`src/rtl/lsu_pe_tcdm_if.sv`:
```
`default_nettype none
// ============================================================================
// Module      : lsu_pe_tcdm_if
// Description : TCDM request/grant/response bundle between the PE load/store
//               unit (master) and the memory side (slave).
//               Request side  : data_req_o, data_add_o, data_wen_o,
//                               data_wdata_o, data_be_o
//               Response side : data_gnt_i, data_r_valid_i, data_r_rdata_i
// Revision    : 1.0 - initial release
// ============================================================================
interface lsu_pe_tcdm_if #(
    parameter int DWIDTH = 32,
    parameter int AWIDTH = 32
);
    logic              data_req_o;
    logic [AWIDTH-1:0] data_add_o;
    logic              data_wen_o;
    logic [DWIDTH-1:0] data_wdata_o;
    logic [3:0]        data_be_o;
    logic              data_gnt_i;
    logic              data_r_valid_i;
    logic [DWIDTH-1:0] data_r_rdata_i;

    modport master (
        output data_req_o,
        output data_add_o,
        output data_wen_o,
        output data_wdata_o,
        output data_be_o,
        input  data_gnt_i,
        input  data_r_valid_i,
        input  data_r_rdata_i
    );

    modport slave (
        input  data_req_o,
        input  data_add_o,
        input  data_wen_o,
        input  data_wdata_o,
        input  data_be_o,
        output data_gnt_i,
        output data_r_valid_i,
        output data_r_rdata_i
    );
endinterface
`default_nettype wire

```
`src/rtl/lsu_pe_tcdm.sv`:
```
`default_nettype none
// ============================================================================
// Module      : lsu_pe_tcdm
// Description : Load/store unit for one CGRA processing element. Issues a
//               single-outstanding TCDM req/gnt/r_valid transaction for load
//               (5'b00111) and store (5'b01000) opcodes and returns load data
//               with a one-cycle valid pulse.
// Ports       : Clk, Reset (async, active-low)
//               Exec_En_Global, LSU_En, Opcode, Addr_In, Store_Data_In - PE side
//               tcdm           - TCDM bus (master modport)
//               load_data_o / data_req_valid_o - load result and its pulse
//               lsu_busy_o     - transaction in flight
//               protocol_err_o - sticky flag for an unexpected r_valid
// Revision    : 1.0 - initial release
// ============================================================================
module lsu_pe_tcdm #(
    parameter int DWIDTH = 32,
    parameter int AWIDTH = 32
) (
    input  wire logic              Clk,
    input  wire logic              Reset,
    input  wire logic              Exec_En_Global,
    input  wire logic              LSU_En,
    input  wire logic [4:0]        Opcode,
    input  wire logic [AWIDTH-1:0] Addr_In,
    input  wire logic [DWIDTH-1:0] Store_Data_In,
    lsu_pe_tcdm_if.master          tcdm,
    output logic      [DWIDTH-1:0] load_data_o,
    output logic                   data_req_valid_o,
    output logic                   lsu_busy_o,
    output logic                   protocol_err_o
);

    localparam logic [4:0] OP_LOAD  = 5'b00111;
    localparam logic [4:0] OP_STORE = 5'b01000;

    typedef enum logic [1:0] {
        ST_IDLE = 2'd0,
        ST_REQ  = 2'd1,
        ST_WAIT = 2'd2
    } state_t;

    state_t            state_q, state_d;
    logic [AWIDTH-1:0] add_q, add_d;
    logic              wen_q, wen_d;
    logic [DWIDTH-1:0] wdata_q, wdata_d;
    logic [DWIDTH-1:0] load_data_q, load_data_d;
    logic              valid_q, valid_d;
    logic              err_q, err_d;

    logic is_load, is_store, start;

    // Byte-offset bits are dropped by word alignment.
    logic unused_addr_bits;
    assign unused_addr_bits = ^Addr_In[1:0];

    assign is_load  = (Opcode == OP_LOAD);
    assign is_store = (Opcode == OP_STORE);
    assign start    = (state_q == ST_IDLE) && Exec_En_Global && LSU_En
                      && (is_load || is_store);

    always_comb begin
        state_d     = state_q;
        add_d       = add_q;
        wen_d       = wen_q;
        wdata_d     = wdata_q;
        load_data_d = load_data_q;
        valid_d     = 1'b0;
        err_d       = err_q;

        case (state_q)
            ST_IDLE: begin
                if (start) begin
                    state_d = ST_REQ;
                    add_d   = {Addr_In[AWIDTH-1:2], 2'b00};
                    wen_d   = is_load;
                    if (is_store) begin
                        wdata_d = Store_Data_In;
                    end
                end
            end
            ST_REQ: begin
                // Address/wen/wdata stay frozen until the grant arrives.
                if (tcdm.data_gnt_i) begin
                    state_d = ST_WAIT;
                end
            end
            ST_WAIT: begin
                if (tcdm.data_r_valid_i) begin
                    state_d = ST_IDLE;
                    if (wen_q) begin
                        load_data_d = tcdm.data_r_rdata_i;
                        valid_d     = 1'b1;
                    end
                end
            end
            default: begin
                state_d = ST_IDLE;
            end
        endcase

        // A response is only legal while waiting for one; anything else is
        // a bus protocol violation that stays flagged until reset.
        if (tcdm.data_r_valid_i && (state_q != ST_WAIT)) begin
            err_d = 1'b1;
        end
    end

    always_ff @(posedge Clk or negedge Reset) begin
        if (!Reset) begin
            state_q     <= ST_IDLE;
            add_q       <= '0;
            wen_q       <= 1'b1;
            wdata_q     <= '0;
            load_data_q <= '0;
            valid_q     <= 1'b0;
            err_q       <= 1'b0;
        end else begin
            state_q     <= state_d;
            add_q       <= add_d;
            wen_q       <= wen_d;
            wdata_q     <= wdata_d;
            load_data_q <= load_data_d;
            valid_q     <= valid_d;
            err_q       <= err_d;
        end
    end

    // Request is decoded from registered state only, never from inputs.
    assign tcdm.data_req_o   = (state_q == ST_REQ);
    assign tcdm.data_add_o   = add_q;
    assign tcdm.data_wen_o   = wen_q;
    assign tcdm.data_wdata_o = wdata_q;
    assign tcdm.data_be_o    = 4'hF;

    assign load_data_o      = load_data_q;
    assign data_req_valid_o = valid_q;
    assign lsu_busy_o       = (state_q != ST_IDLE);
    assign protocol_err_o   = err_q;

endmodule
`default_nettype wire

```
`src/flat_wrapper.sv`:
```
// flat-port wrapper written by rule: the top's interface ports become plain ports
module lsu_pe_tcdm_flat 
#(
    parameter int DWIDTH = 32,
    parameter int AWIDTH = 32
)
  (Clk, Reset, Exec_En_Global, LSU_En, Opcode, Addr_In, Store_Data_In, load_data_o, data_req_valid_o, lsu_busy_o, protocol_err_o, tcdm_data_req_o, tcdm_data_add_o, tcdm_data_wen_o, tcdm_data_wdata_o, tcdm_data_be_o, tcdm_data_gnt_i, tcdm_data_r_valid_i, tcdm_data_r_rdata_i);
  lsu_pe_tcdm_if #(.DWIDTH(DWIDTH), .AWIDTH(AWIDTH)) tcdm_i ();
  input  wire logic Clk;
  input  wire logic Reset;
  input  wire logic Exec_En_Global;
  input  wire logic LSU_En;
  input  wire logic [4:0] Opcode;
  input  wire logic [AWIDTH-1:0] Addr_In;
  input  wire logic [DWIDTH-1:0] Store_Data_In;
  output logic      [DWIDTH-1:0] load_data_o;
  output logic data_req_valid_o;
  output logic lsu_busy_o;
  output logic protocol_err_o;
  output wire logic [$bits(tcdm_i.data_req_o)-1:0] tcdm_data_req_o;
  output wire logic [$bits(tcdm_i.data_add_o)-1:0] tcdm_data_add_o;
  output wire logic [$bits(tcdm_i.data_wen_o)-1:0] tcdm_data_wen_o;
  output wire logic [$bits(tcdm_i.data_wdata_o)-1:0] tcdm_data_wdata_o;
  output wire logic [$bits(tcdm_i.data_be_o)-1:0] tcdm_data_be_o;
  input wire logic [$bits(tcdm_i.data_gnt_i)-1:0] tcdm_data_gnt_i;
  input wire logic [$bits(tcdm_i.data_r_valid_i)-1:0] tcdm_data_r_valid_i;
  input wire logic [$bits(tcdm_i.data_r_rdata_i)-1:0] tcdm_data_r_rdata_i;
  assign tcdm_data_req_o = tcdm_i.data_req_o;
  assign tcdm_data_add_o = tcdm_i.data_add_o;
  assign tcdm_data_wen_o = tcdm_i.data_wen_o;
  assign tcdm_data_wdata_o = tcdm_i.data_wdata_o;
  assign tcdm_data_be_o = tcdm_i.data_be_o;
  assign tcdm_i.data_gnt_i = tcdm_data_gnt_i;
  assign tcdm_i.data_r_valid_i = tcdm_data_r_valid_i;
  assign tcdm_i.data_r_rdata_i = tcdm_data_r_rdata_i;
  lsu_pe_tcdm #(.DWIDTH(DWIDTH), .AWIDTH(AWIDTH)) u_core (.Clk(Clk), .Reset(Reset), .Exec_En_Global(Exec_En_Global), .LSU_En(LSU_En), .Opcode(Opcode), .Addr_In(Addr_In), .Store_Data_In(Store_Data_In), .tcdm(tcdm_i), .load_data_o(load_data_o), .data_req_valid_o(data_req_valid_o), .lsu_busy_o(lsu_busy_o), .protocol_err_o(protocol_err_o));
endmodule
```
`config.mk`:
```
export PLATFORM = sky130hd
export DESIGN_NAME = lsu_pe_tcdm_flat
export DESIGN_NICKNAME = d
export VERILOG_FILES = /design/src/rtl/lsu_pe_tcdm_if.sv /design/src/rtl/lsu_pe_tcdm.sv /design/src/flat_wrapper.sv
export SDC_FILE = /design/constraint.sdc
export NUM_CORES = 1
export LEC_CHECK = 0
export BUFFER_PORTS_ARGS = -buffer_cell sky130_fd_sc_hd__buf_4
export CAP_MARGIN = 5
export CORE_AREA = 2 2 85 168
export CTS_CLUSTER_SIZE = 10
export DETAILED_ROUTE_END_ITERATION = 10
export DIE_AREA = 0 0 87 170
export PLACE_DENSITY_LB_ADDON = 0.25
export SYNTH_ARGS = -nofsm -noshare
export SYNTH_HDL_FRONTEND = slang
export SYNTH_SLANG_ARGS = --single-unit
export TNS_END_PERCENT = 5
```
`constraint.sdc`:
```
create_clock -name Clk -period 1.6 [get_ports Clk]
set_input_delay 0.16 -clock Clk [delete_from_list [all_inputs] [get_ports Clk]]
set_output_delay 0.16 -clock Clk [all_outputs]
set_load 0.01 [all_outputs]
```
# Yosys cells after proc, flatten, opt, wreduce, memory -nomap -nowiden
# Index checks and enable logic that the tools add are counted.
# word_totals
reg_bits	99
out_inout_bits	105
elab_cells	33
# op_classes
eq_ne	8
mux	7
reduce_logical	11
# op_table
cell	count
AND reduction 3 bit	3
two-way mux 2 bit	3
case mux 2 bit (3 select lines)	1
== test 5 x 3 -> 1 bit, second input constant	1
== test 5 x 4 -> 1 bit, second input constant	1
logical AND 1 bit	4
!= test 2 x 1 -> 1 bit, second input constant	2
!= test 2 bit, second input constant	2
two-way mux 1 bit	3
== test 2 x 1 -> 1 bit, second input constant	1
== test 2 bit, second input constant	1
logical NOT 2 bit	1
AND reduction 2 bit	1
nonzero test 2 bit	1
logical OR 1 bit	1

# Logic depth before layout (Yosys ltp)
# logic_depth
word_depth	6
mapped_depth	4
mapped_depth_nobuf	3

# Worst setup path after synthesis
# OpenSTA, ideal clock, no wires.
# synth_timing
path_type	input -> register
startpoint	in Opcode[1]
endpoint	reg u_core.add_q[12] (netlist: u_core.tcdm.data_add_o[12])
setup_ns	0.125
t_arrival_ns	1.541
t_required_ns	1.475
setup_slack_ns	-0.066
stages	4
n_path_buf	1
cell_sequence	or4b_4 > a211oi_4 > buf_6 > mux2_2
# synth_between
elab_chain_len	4
# synth_rtl
element	line	source
from (decl)	flat_wrapper.sv:13	input wire logic [4:0] Opcode;
== test 5 x 3 -> 1 bit / == test 5 x 4 -> 1 bit (equally long branches)	lsu_pe_tcdm.sv:57, lsu_pe_tcdm.sv:58	
logical OR 1 bit *	lsu_pe_tcdm.sv:60	&& (is_load || is_store);
logical AND 1 bit *	lsu_pe_tcdm.sv:60	
AND reduction 2 bit (no line) *	-	
to (signal assigned)	lsu_pe_tcdm.sv:112	add_q <= '0;
to (signal assigned)	lsu_pe_tcdm.sv:120	add_q <= add_d;
to (decl)	lsu_pe_tcdm.sv:44	logic [AWIDTH-1:0] add_q, add_d;
# Every way passes the cells marked *; elsewhere a longest branch is shown, timed or not.
# A chain may end at the register's enable or synchronous reset.

# Worst setup path in the final report
# layout_timing
startpoint	reg u_core.state_q[1]
endpoint	reg u_core.add_q[18] (netlist: u_core.tcdm.data_add_o[18])
# layout_between
elab_chain_len	5
# layout_rtl
element	line	source
from (decl)	lsu_pe_tcdm.sv:43	state_t state_q, state_d;
from (signal assigned)	lsu_pe_tcdm.sv:119	state_q <= state_d;
logical NOT 2 bit *	lsu_pe_tcdm.sv:59, lsu_pe_tcdm.sv:71	
logical AND 1 bit (2 in series)	lsu_pe_tcdm.sv:59	assign start = (state_q == ST_IDLE) && Exec_En_Global && LSU_En
logical AND 1 bit	lsu_pe_tcdm.sv:60	
AND reduction 2 bit (no line) *	-	
# Marked as above.

==> flow_summary.toml <==
[synthesis]
synthSimpleGateAreaFrac = 0.0233
area_fraction_in_compound_gates_after_synthesis = 0.0151
seq_area_frac_synth = 0.650
synth.distinct_cells = 23
synthDominantCellAreaShare = 0.643
yosysWarnings = 0
syn-mean-instance-area_um2 = 16.7
synth_seq_cells = 99
yosys.area_share.xor_xnor = 0
most_area_hungry_cell_type_in_the_yosys_netlist = "sky130_fd_sc_hd__dfrtp_1"
yosys.area_share.adder = 0
synthesis.area_mm2 = 0.00381
main_combinational_cell_family_by_area_after_synthesis = "multiplexers"
synth.area.mux_share = 0.277
synth.area.top_cells = "sky130_fd_sc_hd__dfrtp_1, sky130_fd_sc_hd__mux2_2, sky130_fd_sc_hd__mux2_1"
netlist_instances = 229

[grt]
grt_pass1_vias = 2934
grt_usage = 0.132
grt_start_max_net_pins = 100
grt_antenna_before_repair = 0
grt_first_pass_wirelength_um = 14800
grt_overflow_total = 0

[floorplan]
coreArea_mm2 = 0.0134
num_io_pins = 212
width_of_the_chip_um = 87
floorplan.rows = 60
die_height_um = 170
die_area_mm2 = 0.0148
floorplan.initialDensity = 0.284

[cells_and_area]
layout-area-overhead-vs-synth_pct = 58.5
most-common-layout-cells = "sky130_fd_sc_hd__buf_4, sky130_fd_sc_hd__dfrtp_1, sky130_fd_sc_hd__mux2_2"
sequential_cell_area_mm2 = 0.00248
post_route_cells_drive_above_1_share = 0.703
fin_nets = 557
multi_input_area_mm2 = 0.00131
final_core_utilization = 0.450
mostFrequentLayoutCell = "sky130_fd_sc_hd__buf_4"
diodes = 0
n_fill_cell = 1277

[run_status]
violations = "negative setup slack"
outcome = "complete, but fails checks"

[placement]
gpl.final_weighted_congestion = 0.750
portBuffers = 203
dp_hpwl_um = 7560
post-place-ws_ns = -0.275

[clock_tree]
clk_pin_slew_worst_paths_ns = 0.06
tritoncts = "yes"
clock-root-buffer = "sky130_fd_sc_hd__clkbuf_16"
numClockSinks = 99
clock_tree.htree_level_count = 3
max-clock-path-buffers = 2
clk-insertion-delay-late_ns = 0.34
number_of_buffers_created_by_cts = 9

[power]
vdd_ir_max_mv = 0.619
total_leakage_power_nw = 3.18
powerDensity_mw_per_mm2 = 1210

[critical_path]
crit_family = "buffers and inverters"
worst_path_max_stage_delay_ns = 0.37
critical-path-slowest-cell = "sky130_fd_sc_hd__dfrtp_1"
worst_ep_arrival_time_ns = 1.94
crit_top_cell = "sky130_fd_sc_hd__buf_6"
critical_path.endpoint_type = "register"
crit_buf_inv = 3
r2r_setup_slack_ns = -0.12
worstPathCellList = "nand4bb_1 > buf_6 > a211oi_4 > buf_6 > clkbuf_16 > mux2_4"
critical_path_peak_fanout = 8
setup.worst_path.start_class = "register"
cp.required_ns = 1.82
criticalPathCategory = "register to register"

[sta]
total_setup_violations_reported_at_the_end_of_the_flow = 60
postLayoutSetupSlackWorst_ns = -0.121
hold_viol_final = 0
period_needed_ns = 1.72
rsz_0062_raised_after_global_routing = "true"
layout_worst_path_cycle_share = 1.08
max_freq_mhz = 581
worst-slew-pin-transition_ns = 0.556
timing.clock.skew_ns = 0.00772
slew_violations = 0
max_slew_margin = 0.629

[drt]
drt_iter0_drc = 57
route.final.wire_length_um = 10300
detail_route.drc_violations = 0
detail_route.vias_per_cell = 4.47
drt-pass1-iter-count = 4
final_antenna_net_count = 0
vias = 2724
avgRoutedWirePerCell_um = 16.8

[hold_path]
worst_hold_check_path_type = "primary input to register"

[flow_run]
max-cap-violations = 0
==> flip-flops by register name, indices dropped and copies added, names as in the netlist <==
name	count
u_core.state_q	2
u_core.tcdm.data_add_o	30
u_core.tcdm.data_wdata_o	32
u_core.load_data_o	32
u_core.protocol_err_o	1
u_core.tcdm.data_wen_o	1
u_core.data_req_valid_o	1
==> cell usage after synthesis <==
cell type	n
sky130_fd_sc_hd__o2bb2ai_1	1
sky130_fd_sc_hd__dfstp_2	1
sky130_fd_sc_hd__a21o_1	2
sky130_fd_sc_hd__buf_6	3
sky130_fd_sc_hd__dfrtp_1	98
sky130_fd_sc_hd__o21ai_0	1
sky130_fd_sc_hd__a211oi_4	1
sky130_fd_sc_hd__mux2_1	19
sky130_fd_sc_hd__nand3_1	1
sky130_fd_sc_hd__nor3_4	1
sky130_fd_sc_hd__mux2_2	75
sky130_fd_sc_hd__or2_2	1
sky130_fd_sc_hd__clkbuf_1	3
sky130_fd_sc_hd__inv_1	3
sky130_fd_sc_hd__o41ai_1	1
sky130_fd_sc_hd__or3_1	1
sky130_fd_sc_hd__nand4b_1	2
sky130_fd_sc_hd__buf_4	9
sky130_fd_sc_hd__or4b_4	1
sky130_fd_sc_hd__nand4bb_1	1
sky130_fd_sc_hd__nand2b_1	1
sky130_fd_sc_hd__nor2b_1	1
sky130_fd_sc_hd__conb_1	2
==> repair_timing <==
item	in CTS	in global routing
setup endpoints to repair	62	62
hold buffers	1	0
gates resized for setup	2	21
setup buffers	0	2
endpoints found under the hold margin	98	0
gates cloned	0	3
pin swaps	0	3
==> per-stage QoR <==
step                      power [mW]  hold WS (ns)  area (um^2)  TNS [ns]  instances
after floorplan                 3.95        -0.136         3830     -3.53        233
after global placement          5.09         0.262         5580    -11.56        588
after detailed placement        5.15         0.270         5580    -12.78        588
after CTS                       7.40       0.00238         5890     -4.81        604
after global routing            7.70        0.0114         6050     -7.77        609
final                           7.32        0.0213         6050     -3.65        609
==> worst paths after layout <==
check,depth (start not counted),to,startpoint
max in group asynchronous,3,u_core.load_data_o[10]$_DFFE_PN0P_,Reset
worst min-delay path,2,u_core.state_q[1]$_DFFE_PN0P_,tcdm_data_r_valid_i
worst max register to register,6,u_core.tcdm.data_add_o[18]$_DFFE_PN0P_,u_core.state_q[1]$_DFFE_PN0P_
worst min register to register,1,u_core.protocol_err_o$_DFFE_PN0P_,u_core.protocol_err_o$_DFFE_PN0P_
worst max-delay path,6,u_core.tcdm.data_add_o[18]$_DFFE_PN0P_,u_core.state_q[1]$_DFFE_PN0P_
min in group asynchronous,3,u_core.load_data_o[25]$_DFFE_PN0P_,Reset
==> final cells by class <==
| class | instances | share of cell area |
|---|---|---|
| clock inverter | 5 | 0.0101 |
| clock buffer | 10 | 0.0395 |
| tap | 155 | 0.0321 |
| sequential | 99 | 0.410 |
| multi-input combinational | 116 | 0.216 |
| timing repair buffer | 221 | 0.291 |
| inverter | 3 | 0.00186 |
==> report_power, final <==
group | switching (mW) | internal, mW | leakage, nW
sequential | 0.253 | 2.99 | 1.29
combinational | 0.721 | 1.18 | 1.74
clock | 0.923 | 1.26 | 0.149
total | 1.90 | 5.43 | 3.18
==> per-layer routing <==
| metal | global-route usage | routed length (um) |
|---|---|---|
| met4 | 0.0625 | 305 |
| met1 | 0.131 | 3350 |
| met3 | 0.0301 | 619 |
| met5 | 0 | 0 |
| met2 | 0.249 | 5980 |
==> kinds of logic after synthesis <==
group / after synthesis
DFF: 99
AOI/OAI and AO/OA: 6
other: 2
muxes: 94
and+or+nand+nor: 10
buffers and inverters: 18
Note: power is estimated with default switching activity, not from simulation.
